File: src/rtl/strobe_coalescer.sv
// Strobe coalescer: counts single-cycle event strobes from the synchroniser,
// lets the consumer retire them one at a time with ack, and raises a level
// interrupt when enough events are pending or a hold-off timer runs out.
//
// Handshake semantics: strobe and ack are single-cycle qualifiers with no
// backpressure. A strobe adds one event. An ack retires one event only when
// the registered count is non-zero. An ack at count 0 has no effect, and an
// ack in the same cycle as a strobe at count 0 is also ignored. Every output
// is a flop, so there is no input-to-output combinational path.
module strobe_coalescer #(
    parameter int COUNT_WIDTH   = 8,
    parameter int TIMEOUT_WIDTH = 16
) (
    input  logic                     clk,
    input  logic                     reset_n,
    input  logic                     strobe,
    input  logic                     ack,
    input  logic                     clear_overflow,
    input  logic [COUNT_WIDTH-1:0]   threshold,
    input  logic [TIMEOUT_WIDTH-1:0] timeout,
    output logic [COUNT_WIDTH-1:0]   count,
    output logic                     pending,
    output logic                     irq,
    output logic                     overflow,
    output logic [1:0]               o_state
);

    typedef enum logic [1:0] {
        ST_IDLE = 2'd0,
        ST_WAIT = 2'd1,
        ST_FIRE = 2'd2
    } state_t;

    localparam logic [COUNT_WIDTH-1:0]   C_MAX = {COUNT_WIDTH{1'b1}};
    localparam logic [COUNT_WIDTH-1:0]   C_ONE = COUNT_WIDTH'(1);
    localparam logic [TIMEOUT_WIDTH-1:0] T_ONE = TIMEOUT_WIDTH'(1);

    logic [COUNT_WIDTH-1:0]   r_count;
    logic                     r_pending;
    logic                     r_irq;
    logic                     r_overflow;
    state_t                   r_state;
    logic [TIMEOUT_WIDTH-1:0] r_timer;

    logic                     w_count_zero;
    logic                     w_count_max;
    logic                     w_eff_ack;
    logic                     w_ovf_set;
    logic [COUNT_WIDTH-1:0]   w_count_next;
    state_t                   w_state_next;
    logic [TIMEOUT_WIDTH-1:0] w_timer_next;
    logic                     w_irq_next;

    assign w_count_zero = (r_count == '0);
    assign w_count_max  = (r_count == C_MAX);
    // An ack only counts when there is something to retire.
    assign w_eff_ack    = ack & ~w_count_zero;
    // A strobe that cannot be absorbed at saturation is a lost event.
    assign w_ovf_set    = strobe & ~w_eff_ack & w_count_max;

    // Next pending count: +1 on a lone strobe (saturating), -1 on a lone effective ack.
    always_comb begin
        w_count_next = r_count;
        if (strobe && !w_eff_ack) begin
            if (!w_count_max) begin
                w_count_next = r_count + C_ONE;
            end
        end else if (!strobe && w_eff_ack) begin
            w_count_next = r_count - C_ONE;
        end
    end

    // Counter, pending flag and sticky overflow; a set beats a same-cycle clear.
    always_ff @(posedge clk or negedge reset_n) begin
        if (!reset_n) begin
            r_count    <= '0;
            r_pending  <= 1'b0;
            r_overflow <= 1'b0;
        end else begin
            r_count   <= w_count_next;
            r_pending <= (w_count_next != '0);
            if (w_ovf_set) begin
                r_overflow <= 1'b1;
            end else if (clear_overflow) begin
                r_overflow <= 1'b0;
            end
        end
    end

    // Interrupt FSM next-state: IDLE arms on the first event, WAIT counts down the
    // hold-off or fires early on threshold, FIRE holds irq until all events retire.
    always_comb begin
        w_state_next = r_state;
        w_timer_next = r_timer;
        w_irq_next   = r_irq;
        case (r_state)
            ST_IDLE: begin
                if (w_count_next != '0) begin
                    w_state_next = ST_WAIT;
                    w_timer_next = timeout;
                end
            end
            ST_WAIT: begin
                if (w_count_zero) begin
                    w_state_next = ST_IDLE;
                end else if ((r_count >= threshold) || (r_timer == '0)) begin
                    w_state_next = ST_FIRE;
                    w_irq_next   = 1'b1;
                end else begin
                    w_timer_next = r_timer - T_ONE;
                end
            end
            ST_FIRE: begin
                if (w_count_zero) begin
                    w_state_next = ST_IDLE;
                    w_irq_next   = 1'b0;
                end
            end
            default: begin
                w_state_next = ST_IDLE;
                w_irq_next   = 1'b0;
            end
        endcase
    end

    // FSM state, hold-off timer and registered interrupt.
    always_ff @(posedge clk or negedge reset_n) begin
        if (!reset_n) begin
            r_state <= ST_IDLE;
            r_timer <= '0;
            r_irq   <= 1'b0;
        end else begin
            r_state <= w_state_next;
            r_timer <= w_timer_next;
            r_irq   <= w_irq_next;
        end
    end

    assign count    = r_count;
    assign pending  = r_pending;
    assign irq      = r_irq;
    assign overflow = r_overflow;
    assign o_state  = r_state;

endmodule
File: config.mk
export PLATFORM = sky130hd
export DESIGN_NAME = strobe_coalescer
export DESIGN_NICKNAME = d
export VERILOG_FILES = /design/src/rtl/strobe_coalescer.sv
export SDC_FILE = /design/constraint.sdc
export NUM_CORES = 1
export LEC_CHECK = 0
export CAP_MARGIN = 20
export CORE_UTILIZATION = 45
export DETAILED_ROUTE_END_ITERATION = 10
export PLACE_DENSITY = 0.7
export SLEW_MARGIN = 5
export SYNTH_ARGS = -nofsm -noshare
export SYNTH_HDL_FRONTEND = slang
export SYNTH_SLANG_ARGS = --single-unit
File: constraint.sdc
create_clock -name clk -period 3.6 [get_ports clk]
set_input_delay 0.9 -clock clk [delete_from_list [all_inputs] [get_ports clk]]
set_output_delay 0.9 -clock clk [all_outputs]
set_load 0.005 [all_outputs]
# Word level (Yosys, flattened, before mapping)
# Index checks and enable logic that the tools add are counted.
[totals]
output_inout_bits = 13
register_bits = 29
elab_cells = 57
input_bits = 29
[op_classes]
n_reduce_logical = 14
addsub = 3
n_eq_ne = 9
n_bitwise = 6
n_mux = 18
n_lt_le_gt_ge = 1
[ops]
columns = ["op", "count"]
rows = [
  ["$mux W16", 3],
  ["$pmux W16 S2", 1],
  ["$mux W8", 3],
  ["$logic_not A16 Y1", 1],
  ["$sub A16 B1 Y16 const B", 1],
  ["$ne A2 B2 Y1 const B", 5],
  ["$add A8 B1 Y8 const B", 1],
  ["$eq A8 B8 Y1 const B", 1],
  ["$ge A8 B8 Y1", 1],
  ["$logic_not A8 Y1", 1],
  ["$mux W2", 4],
  ["$reduce_and A4 Y1", 2],
  ["$reduce_bool A8 Y1", 1],
  ["$sub A8 B1 Y8 const B", 1],
  ["$pmux W2 S3", 1],
  ["$mux W1", 5],
  ["$reduce_bool A2 Y1", 2],
  ["$and A1 B1 Y1", 3],
  ["$ne A3 B3 Y1 const B", 1],
  ["$not A1 Y1", 3],
  ["$pmux W1 S3", 1],
  ["$reduce_and A3 Y1", 1],
  ["$eq A2 B1 Y1 const B", 1],
  ["$eq A2 B2 Y1 const B", 1],
  ["other kinds (4)", 6],
]

# Longest topological paths before layout
# Gate-level depths: netlist of the first run.
[logic_depth]
word_depth = 9
depth_mapped = 11
ltp_nobuf = 9

# Worst setup path after synthesis of the first run
# No wires, ideal clock.
[synth_path]
kind = "input to register"
from = "input port ack"
to = "register r_timer[10]"
t_required_ns = 3.478
path_stages = 8
path_slack_ns = 0.534
path_buffers = 1
setup_time_ns = 0.122
arrival_ns = 2.944
cell_sequence = "nor2b_1 and3_1 a31o_1 mux2_4 or4b_4 o21a_4 buf_6 a32o_1"
[synth_between]
elab_chain_cells = 7
word_cells_on_any_way = 9
cone_classes = "eq/ne (1); mux (2); bitwise (1); reduce/logical (5)"
[synth_rtl]
columns = ["item", "line_no", "rtl"]
rows = [
  ["from (decl)", "17", "input logic ack,"],
  ["$and A1 B1 Y1 *", "57", "assign w_eff_ack = ack & ~w_count_zero;"],
  ["$logic_and A1 B1 Y1 or $logic_not A1 Y1 (tied branches)", "68, 64", ""],
  ["$mux W8 or $logic_and A1 B1 Y1 (tied branches)", "68, 64", ""],
  ["$mux W8 *", "64", "if (strobe && !w_eff_ack) begin"],
  ["via w_count_next[7]", "49", "logic [COUNT_WIDTH-1:0] w_count_next;"],
  ["$reduce_bool A8 Y1 *", "98", "if (w_count_next != '0) begin"],
  ["$ne A2 B2 Y1 (no line) *", "n/a", ""],
  ["$reduce_and A4 Y1 (no line) *", "n/a", ""],
  ["to (signal assigned)", "134", "r_timer <= w_timer_next;"],
  ["to (decl)", "43", "logic [TIMEOUT_WIDTH-1:0] r_timer;"],
]
# The timed path passes the listed nets; every way through them passes the cells marked *.
# A chain may end at the register's enable or synchronous reset.

# Worst setup path after layout of the first run
[layout_path]
from = "register r_count[1] (netlist: count[1])"
to = "register r_timer[9]"
[layout_between]
elab_chain_cells = 9
word_cells_on_any_way = 19
cone_classes = "add/sub (2); order compare (1); eq/ne (4); mux (3); bitwise (2); reduce/logical (7)"
[layout_rtl]
columns = ["item", "line_no", "rtl"]
rows = [
  ["from (decl)", "38", "logic [COUNT_WIDTH-1:0] r_count;"],
  ["from (signal assigned)", "80", "r_count <= w_count_next;"],
  ["branches (longest 8 deep; another with $sub A8 B1 Y8)", "n/a", ""],
  ["$reduce_and A4 Y1 (no line) *", "n/a", ""],
]
# Mark *: on every way between the ends.

==> run metrics, run 1 <==
status finished clean; Reg-to-Reg End r_timer[9]$_DFFE_PN0P_; layout cells sized above 1 0.140; CTS tree yes; number of DRC markers in iteration 0 ~150; cell with the most instances after synthesis dfrtp_1; drt total wl 5740 um; switch share 0.454; worst r2r src count[1]$_DFF_PN0_; IO Port Bufs between 40 and 50; slowest CP cell or4b_1; post-CTS setup buffer count 0; mapped cell area roughly 2300 sq um; Slew Limit Fails 0; Nets roughly 360; Layout Utilization 0.613; gpl congestion slightly above 0.9; largest net degree at the start of global routing 30; crit path cell chain inv_1 -> ha_1 -> or4b_1 -> o21ai_4 -> mux2i_1 -> o211ai_1 -> or4b_4 -> o21a_4 -> o221a_2; Area growth syn-to-layout 29.5%; cell count of the worst hold path 2; Pwr Density about 800 nW/um^2; Initial Util 0.474; Hold EP overflow$_DFFE_PN0P_; number of routed nets with antenna violations 0; Placement Rows 25; H-Tree Level Count 2; # IOs 42; drt via density about 5.7; hold_buf cts 0; CP Data Required Time ~3800 ps; PnR worst setup slack 294 ps; Post-synth EDFFs 0; Post-Synthesis Cells approximately 270; worst skew pair latency 280 ps; max capacitance violation total 0; worst-path fanout max 16; max incr delay on CP around 620 ps; Post-Route Setup TNS 0 ps; kind of cell adding the most delay to the critical path simple AND/OR/NAND/NOR gates; final setup violation count 0; reg2reg path depth 9; CP endpoint kind register; Tmin final approximately 3300 ps; Finished Layout Cells approximately 400; via count 2228; Tcrit/Tclk final 0.918; Seq/Total Area, Yosys 0.320; Switch Pwr ~1.1 mW; Critical Path AT 3470 ps; Remaining Overflow, GRT 0; # diodes 0; Seq cells post-synth 29; flop-to-flop setup slack around 290 ps; Die Wd approximately 73 um; Primary FF master, synth dfrtp_1; GR Util All Layers 0.235; Yosys top cell by area dfrtp_1; CORE AREA about 4800 sq um; top cells by count, synth dfrtp_1 (29), nor2_1 (28), inv_1 (23); clock network power share 0.108; Bufs and invs on worst path 1; vias in the first global route around 2000; Synth Warn # 0; placed cells roughly 380; TritonRoute pass-1 iters 4; first-pass GRT wire length just under 10000 um; clk slew on worst S/H paths roughly 70 ps; CP Launch Type register; cts repair resizes 0; clock buffer depth 2; fill cell count between 400 and 500; Sink Count 29; Final Hold Fails 0; power share of the sequential group 0.268; Max Clock Skew ~7.8 ps; count of cell types in the netlist 64; Max-slew headroom 0.570; Die Y about 73 um; initial antenna violation count 0; unrepaired setup endpoints after global routing no; maximum VDD drop slightly below 0.0006 V; fraction of registers with async set or reset after synthesis 1.00; CTS Root Cell clkbuf_8; P_leak approximately 1.2 nW; WL per Instance about 15 um; combinational power share 0.624; crit path kind reg2reg; total CTS buffers 5; HP Start overflow$_DFFE_PN0P_; Mapped Nets about 300; Hold WC Path Type reg2reg; dpl ws 83.1 ps; Worst Max-Slew Pin Slew 642 ps; FMAX a little over 300 MHz; synth top area cells dfrtp_1 (32%), ha_1 (6.6%), nor2_1 (4.6%), inv_1 (3.8%), nand2_1 (3.5%); drt drc 0; overall die area approximately 5300 sq um; share of the synthesized area in the top cell type 0.320; internal power about 1.3 mW; WP depth 9; Detailed Place HPWL 4330 um; syn_area_per_cell about 8.5 sq um
-- power groups by stage --
stage          sequential [mW]  combinational (mW)  clock [mW]
5_1_grt                  0.645                1.61       0.275
6_report                 0.625                1.45       0.251
3_3_place_gp             0.622                1.43           0
3_5_place_dp             0.626                1.44           0
4_1_cts                  0.622                1.44       0.257
2_1_floorplan            0.632               0.938           0
-- placed cells by master (no fill, tap or decap), types with 4 or more instances in the layout --
| master | count |
|---|---|
| a21oi_1 | 10 |
| a22oi_1 | 4 |
| a31oi_1 | 4 |
| a32o_1 | 5 |
| and3_1 | 7 |
| and4_1 | 4 |
| buf_4 | 18 |
| clkbuf_8 | 5 |
| clkdlybuf4s50_1 | 41 |
| dfrtp_1 | 29 |
| ha_1 | 12 |
| inv_1 | 23 |
| nand2_1 | 21 |
| nand3_1 | 12 |
| nand4_1 | 6 |
| nor2_1 | 28 |
| nor3_1 | 11 |
| o21ai_0 | 15 |
| or3_1 | 4 |
-- through the flow --
| step | area, sq um | power, mW | hold WS [ps] |
|---|---|---|---|
| after floorplan | 2270 | 1.57 | 494 |
| after global placement | 2850 | 2.05 | 507 |
| after detailed placement | 2850 | 2.06 | 518 |
| after CTS | 2940 | 2.32 | 536 |
| after global routing | 2940 | 2.53 | 560 |
| final | 2940 | 2.33 | 530 |
-- tightest hold or removal path, cell delays in order (launching register included) --
cell and delay, ps:
dfrtp_1 380, inv_1 50, o32ai_1 60
-- routing by layer --
layer  part of all wire  track usage
met2               0.41        0.329
met1               0.53        0.360
met5                  0            0
met4             0.0082       0.0545
met3              0.057       0.0552
-- flip-flops by register name, indices dropped and copies added (netlist names) --
register  cells
r_timer      16
irq           1
o_state       2
overflow      1
count         8
pending       1
-- cells by family after synthesis --
family,synth area share
and+or+nand+nor,0.275
AOI/OAI and AO/OA,0.248
buffers and inverters,0.0662
DFF,0.320
adders and majority gates,0.0662
muxes,0.0199
xor gates and xnor gates,0.00386
-- how the worst max path moves through the flow --
stage / startpoint / end / slack [ps]
floorplan: ack / r_timer[10]$_DFFE_PN0P_ / 530
global placement: strobe / r_timer[14]$_DFFE_PN0P_ / 110
detailed placement: strobe / r_timer[9]$_DFFE_PN0P_ / 80
CTS: count[1]$_DFF_PN0_ / r_timer[9]$_DFFE_PN0P_ / 350
global route: count[1]$_DFF_PN0_ / r_timer[0]$_DFFE_PN0P_ / 160
finish: count[1]$_DFF_PN0_ / r_timer[9]$_DFFE_PN0P_ / 290
-- cell type report --
type                            instances  area, sq um  share of cell area
Multi-Input combinational cell        202         1390               0.474
Clock inverter                          2         10.0             0.00341
Sequential cell                        29          726               0.247
Timing Repair Buffer                   60          566               0.193
Tap cell                               67         83.8              0.0286
Clock buffer                            6         72.6              0.0247
Inverter                               23         86.3              0.0294
(Power assumes the default switching activity.)
==> run 2: changes to the inputs <==
--- a/config.mk
+++ b/config.mk
@@ -6,9 +6,9 @@
 export NUM_CORES = 1
 export LEC_CHECK = 0
 export CAP_MARGIN = 20
-export CORE_UTILIZATION = 45
+export CORE_UTILIZATION = 53
 export DETAILED_ROUTE_END_ITERATION = 10
-export PLACE_DENSITY = 0.7
+export PLACE_DENSITY = 0.81
 export SLEW_MARGIN = 5
 export SYNTH_ARGS = -nofsm -noshare
 export SYNTH_HDL_FRONTEND = slang
==> run 2 against run 1 <==
Net effect:
- final cell count shrank 4.9%
- largest cell class unchanged
- worst hold slack lost 9.1 ps
- sequential share of layout area grew 0.28 points
- utilization grew 10 points
- global-route usage grew 6.5 points
- register-to-register slack lost 80 ps
==> run metrics, run 2 (synthesized netlist as in run 1, its figures left out) <==
HP Start overflow$_DFFE_PN0P_; Most flops, register r_timer; TritonRoute pass-1 iters 4; commonest non-fill, non-tap cells in the layout clkdlybuf4s50_1 (41), dfrtp_1 (29), nor2_1 (28); flop-to-flop setup slack 210 ps; Final Hold Fails 0; Max Clock Skew about 6.6 ps; worst skew pair latency around 290 ps; drt total wl between 6000 and 7000 um; cts repair resizes 0; IO Port Bufs between 40 and 50; max capacitance violation total 0; CORE AREA roughly 4100 sq um; CP Launch Type register; kind of cell adding the most delay to the critical path simple AND/OR/NAND/NOR gates; final setup violation count 0; # diodes 0; Tmin final 3390 ps; CTS Root Cell clkbuf_8; Sink Count 29; Placement Rows 23; Hold EP overflow$_DFFE_PN0P_; worst-path fanout max 16; Area growth syn-to-layout 28.0%; Post-Route Setup TNS 0 ps; # IOs 42; crit path kind reg2reg; slowest CP cell or4b_1; Reg-to-Reg End r_timer[9]$_DFFE_PN0P_; number of flip-flops under the largest register name 16; Critical Path AT ~3600 ps; hold_buf cts 0; initial antenna violation count 0; unrepaired setup endpoints after global routing no; post-CTS setup buffer count 0; Bufs and invs on worst path 1; GR Util All Layers 0.300; worst r2r src count[0]$_DFF_PN0_; Worst Max-Slew Pin Slew 614 ps; Layout Utilization 0.715; CP endpoint kind register; layout cells sized above 1 0.138; vias in the first global route ~2100; P_leak 1.23 nW; CTS tree yes; CP Data Required Time 3780 ps; Max-slew headroom 0.589; reg2reg path depth 9; cell count of the worst hold path 2; Die Wd between 60 and 70 um; drt drc 0; total CTS buffers 5; gpl congestion a little under 1; largest net degree at the start of global routing 30; via count between 2000 and 2500; number of DRC markers in iteration 0 ~230; Slew Limit Fails 0; crit path cell chain inv_1 -> ha_1 -> or4b_1 -> o21ai_4 -> mux2i_1 -> o211ai_1 -> or4b_4 -> o21a_4 -> o221a_2; clock buffer depth 2; Tcrit/Tclk final 0.941; H-Tree Level Count 2; WL per Instance about 17 um; Pwr Density slightly above 800 nW/um^2; drt via density about 6.4; placed cells ~360; number of routed nets with antenna violations 0; hold slack between 500 and 600 ps; FMAX 295 MHz; maximum VDD drop 0.000462 V; Nets 360; Initial Util 0.559; Die Y 67.4 um; overall die area around 4500 sq um; first-pass GRT wire length around 10000 um; Finished Layout Cells 370; status finished clean; Hold WC Path Type reg2reg; Critical Path Start count[0]$_DFF_PN0_; Detailed Place HPWL 4600 um; max incr delay on CP 610 ps; commonest non-fill, non-tap cell in the layout clkdlybuf4s50_1; clk slew on worst S/H paths ~70 ps; Remaining Overflow, GRT 0
==> run 2: changes by cell type in the layout (fill, tap and decap cells not counted) <==
cell        change
buf_4           -2
clkbuf_1        -1
clkinvlp_4      +1
==> run 2: metal layers <==
metal | wire length (um) | vias to the layer above | GRT usage | part of all wire
li1 | - | 1105 | - | -
met1 | 2840 | 1142 | 0.430 | 0.46
met2 | 2870 | 100 | 0.450 | 0.46
met3 | 427 | 11 | 0.0557 | 0.068
met4 | 97 | 0 | 0.104 | 0.016
met5 | 0 | - | 0 | 0
==> run 2: per-stage QoR <==
step,cell area [sq um],power [mW],setup slack (ps)
global route,2900,2.55,151
floorplan,2270,1.57,534
global placement,2820,2.02,97.4
finish,2900,2.37,213
CTS,2900,2.35,252
detailed placement,2820,2.07,70.1
==> run 2: how the worst max path moves through the flow <==
stage	endpoint	cells past startpoint
finish	r_timer[9]$_DFFE_PN0P_	9
global placement	r_timer[14]$_DFFE_PN0P_	8
floorplan	r_timer[10]$_DFFE_PN0P_	8
detailed placement	r_timer[9]$_DFFE_PN0P_	8
global route	r_timer[9]$_DFFE_PN0P_	9
CTS	r_timer[9]$_DFFE_PN0P_	9
==> run 2: cell type report <==
class | count | area, sq um
multi-input combinational | 202 | 1390
fill | 338 | 1150
sequential | 29 | 726
timing repair buffer | 58 | 551
inverter | 23 | 86.3
clock buffer | 5 | 68.8
tap | 50 | 62.6
clock inverter | 3 | 17.5
==> run 2: report_power, final <==
group | internal [mW] | switching [mW] | total (mW) | leakage (nW)
Sequential | 0.478 | 0.161 | 0.639 | 0.344
Clock | 0.133 | 0.141 | 0.274 | 0.0439
Combinational | 0.652 | 0.806 | 1.46 | 0.842
Total | 1.26 | 1.11 | 2.37 | 1.23
==> run 2: worst min-delay path, cell delays in order, from the launching register on <==
cell     delay, ps
dfrtp_1        340
inv_1           50
o32ai_1         90
==> RTL change (config.mk and constraints of run 2) <==
Set the parameter `COUNT_WIDTH` to 6 (it was 8).
--- a/src/rtl/strobe_coalescer.sv
+++ b/src/rtl/strobe_coalescer.sv
@@ -8,7 +8,7 @@
 // ack in the same cycle as a strobe at count 0 is also ignored. Every output
 // is a flop, so there is no input-to-output combinational path.
 module strobe_coalescer #(
-    parameter int COUNT_WIDTH   = 8,
+    parameter int COUNT_WIDTH   = 6,
     parameter int TIMEOUT_WIDTH = 16
 ) (
     input  logic                     clk,
Interface: changed (resized count and threshold); port bits go from 42 to 38. No check against the original RTL was run, so the function may have changed too.
==> RTL change against run 2 <==
Synthesized area down 11%; sequential cell count fell by 2; largest cell class unchanged; critical path depth did not move; highest routed layer unchanged; critical path type is now in -> reg; critical endpoint is now r_timer[8]$_DFFE_PN0P_; setup slack better by 0.20 ns; clock skew decreased by 0.0026 ns; sequential share of layout area rose by 2.2 points; combinational power down 23%; clock power decreased by 37%; largest power group unchanged; die area decreased by 10%; via count shrank 18%; cell area decreased by 15%; synthesized cell count is 13% lower; routed wire length decreased by 24%; total power shrank 17%.
==> RTL change: results (changes against run 2) <==
- Status: finished clean (unchanged)
- First-pass GRT wire length: 8080 um (was 10000 um)
- Iteration-0 DRC Markers: 175 (was 228)
- Clk Latency, worst-skew pair: 0.27 ns (was 0.29 ns)
- Number of diodes: 0 (unchanged)
- Leakage: 0.00103 uW (was 0.00123 uW)
- Worst hold stages: 1 (was 2)
- Post-synthesis xor/xnor area fraction: 0.00432 (was 0.00386)
- YS warnings: 0 (unchanged)
- Largest net degree at the start of global routing: 28 (was 30)
- Synth unique cells: 54 (was 64)
- Port bufs: 37 (was 41)
- Hpwl dp: 3480 um (was 4600 um)
- Met3 wire len: 256 um (was 427 um)
- Synth cell count leaders: dfrtp_1, nand2_1, o21ai_0 (was dfrtp_1, nor2_1, inv_1)
- Synth area leaders: dfrtp_1, ha_1, a21oi_2 (was dfrtp_1, ha_1, nor2_1)
- Asr flop ratio synth: 1.00 (unchanged)
- Largest family of logic cells by synthesized area: compound AO/OA/AOI/OAI gates (was simple AND/OR/NAND/NOR gates)
- Wire length on met1: 2050 um (was 2840 um)
- Layout cells sized above 1: 0.115 (was 0.138)
- Worst slew pin tran: 0.693 ns (was 0.614 ns)
- NetSw: 908 uW (was 1110 uW)
- Synth Area in Compound Gates: 0.262 (was 0.248)
- Top layer used by detailed routing: met4 (unchanged)
- All-Layer GR Usage: 0.249 (was 0.300)
- TritonCTS Buffers: 3 (was 5)
- Vias: 1924 (was 2358)
- Vias in the first global route: 1835 (was 2111)
- H-tree depth: 1 (was 2)
- Post-synthesis mux area share: 0.0198 (was 0.0199)
- GP Congestion: 0.861 (was 0.983)
- Layout Skew: 0.00401 ns (was 0.00663 ns)
- Reg clk slew, reported paths: 0.09 ns (was 0.07 ns)
- Total length of routed met2 wires: 2350 um (was 2870 um)
- Crit path max fanout: 13 (was 16)
- Seq/Total Area, Yosys: 0.333 (was 0.320)
- Post-Syn Nets: 271 (was 308)
- Adder-cell share of the synthesized area: 0.0679 (was 0.0662)
RTL change: critical path, stage by stage:
cell             delay (ns)
clkdlybuf4s50_1        0.60
and4b_1                0.25
and2_1                 0.16
o31ai_1                0.26
o22ai_1                0.14
or4_4                  0.53
buf_4                  0.20
a31oi_1                0.24
a21oi_2                0.05
RTL change: cell type report:
type	count	area [sq um]
Fill cell	316	1180
Timing Repair Buffer	42	408
Clock buffer	4	45.0
Inverter	14	52.6
Sequential cell	27	676
Tap cell	48	60.1
Multi-Input combinational cell	182	1240
RTL change: per-layer routing:
metal | vias to the layer above | track usage
met5 | - | 0
met4 | 0 | 0.0966
met3 | 6 | 0.0232
met2 | 76 | 0.445
met1 | 899 | 0.305
li1 | 943 | -
RTL change: path summary, 6_finish.rpt:
check | end | startpoint | slack, ns
min | irq$_DFFE_PN0P_ | irq$_DFFE_PN0P_ | 0.51
max reg2reg | r_timer[8]$_DFFE_PN0P_ | count[0]$_DFF_PN0_ | 0.67
max in group asynchronous | r_timer[9]$_DFFE_PN0P_ | reset_n | 2.35
max | r_timer[8]$_DFFE_PN0P_ | ack | 0.42
min in group asynchronous | r_timer[5]$_DFFE_PN0P_ | reset_n | 0.99
min reg2reg | irq$_DFFE_PN0P_ | irq$_DFFE_PN0P_ | 0.51
RTL change: power by group through the flow:
stage	Combinational, uW	Clock (uW)	Sequential [uW]
4_1_cts	1130	175	660
3_3_place_gp	1100	0	666
5_1_grt	1260	186	690
3_5_place_dp	1120	0	665
2_1_floorplan	874	0	600
6_report	1130	172	664
RTL change: kinds of logic after synthesis:
family / after synthesis
buf+inv: 24
xor+xnor: 1
mux: 4
flops: 27
fa+ha+maj: 11
simple gates: 92
compound gates: 74
RTL change: through the flow:
stage	cell area [sq um]	std cells	utilization	worst slack (ns)	total power [uW]
global route	2480	317	0.677	0.286	2140
detailed placement	2430	313	0.665	0.169	1780
finish	2480	317	0.677	0.417	1960
CTS	2480	317	0.677	0.429	1960
floorplan	2030	233	-	0.846	1470
global placement	2430	313	0.665	0.210	1770
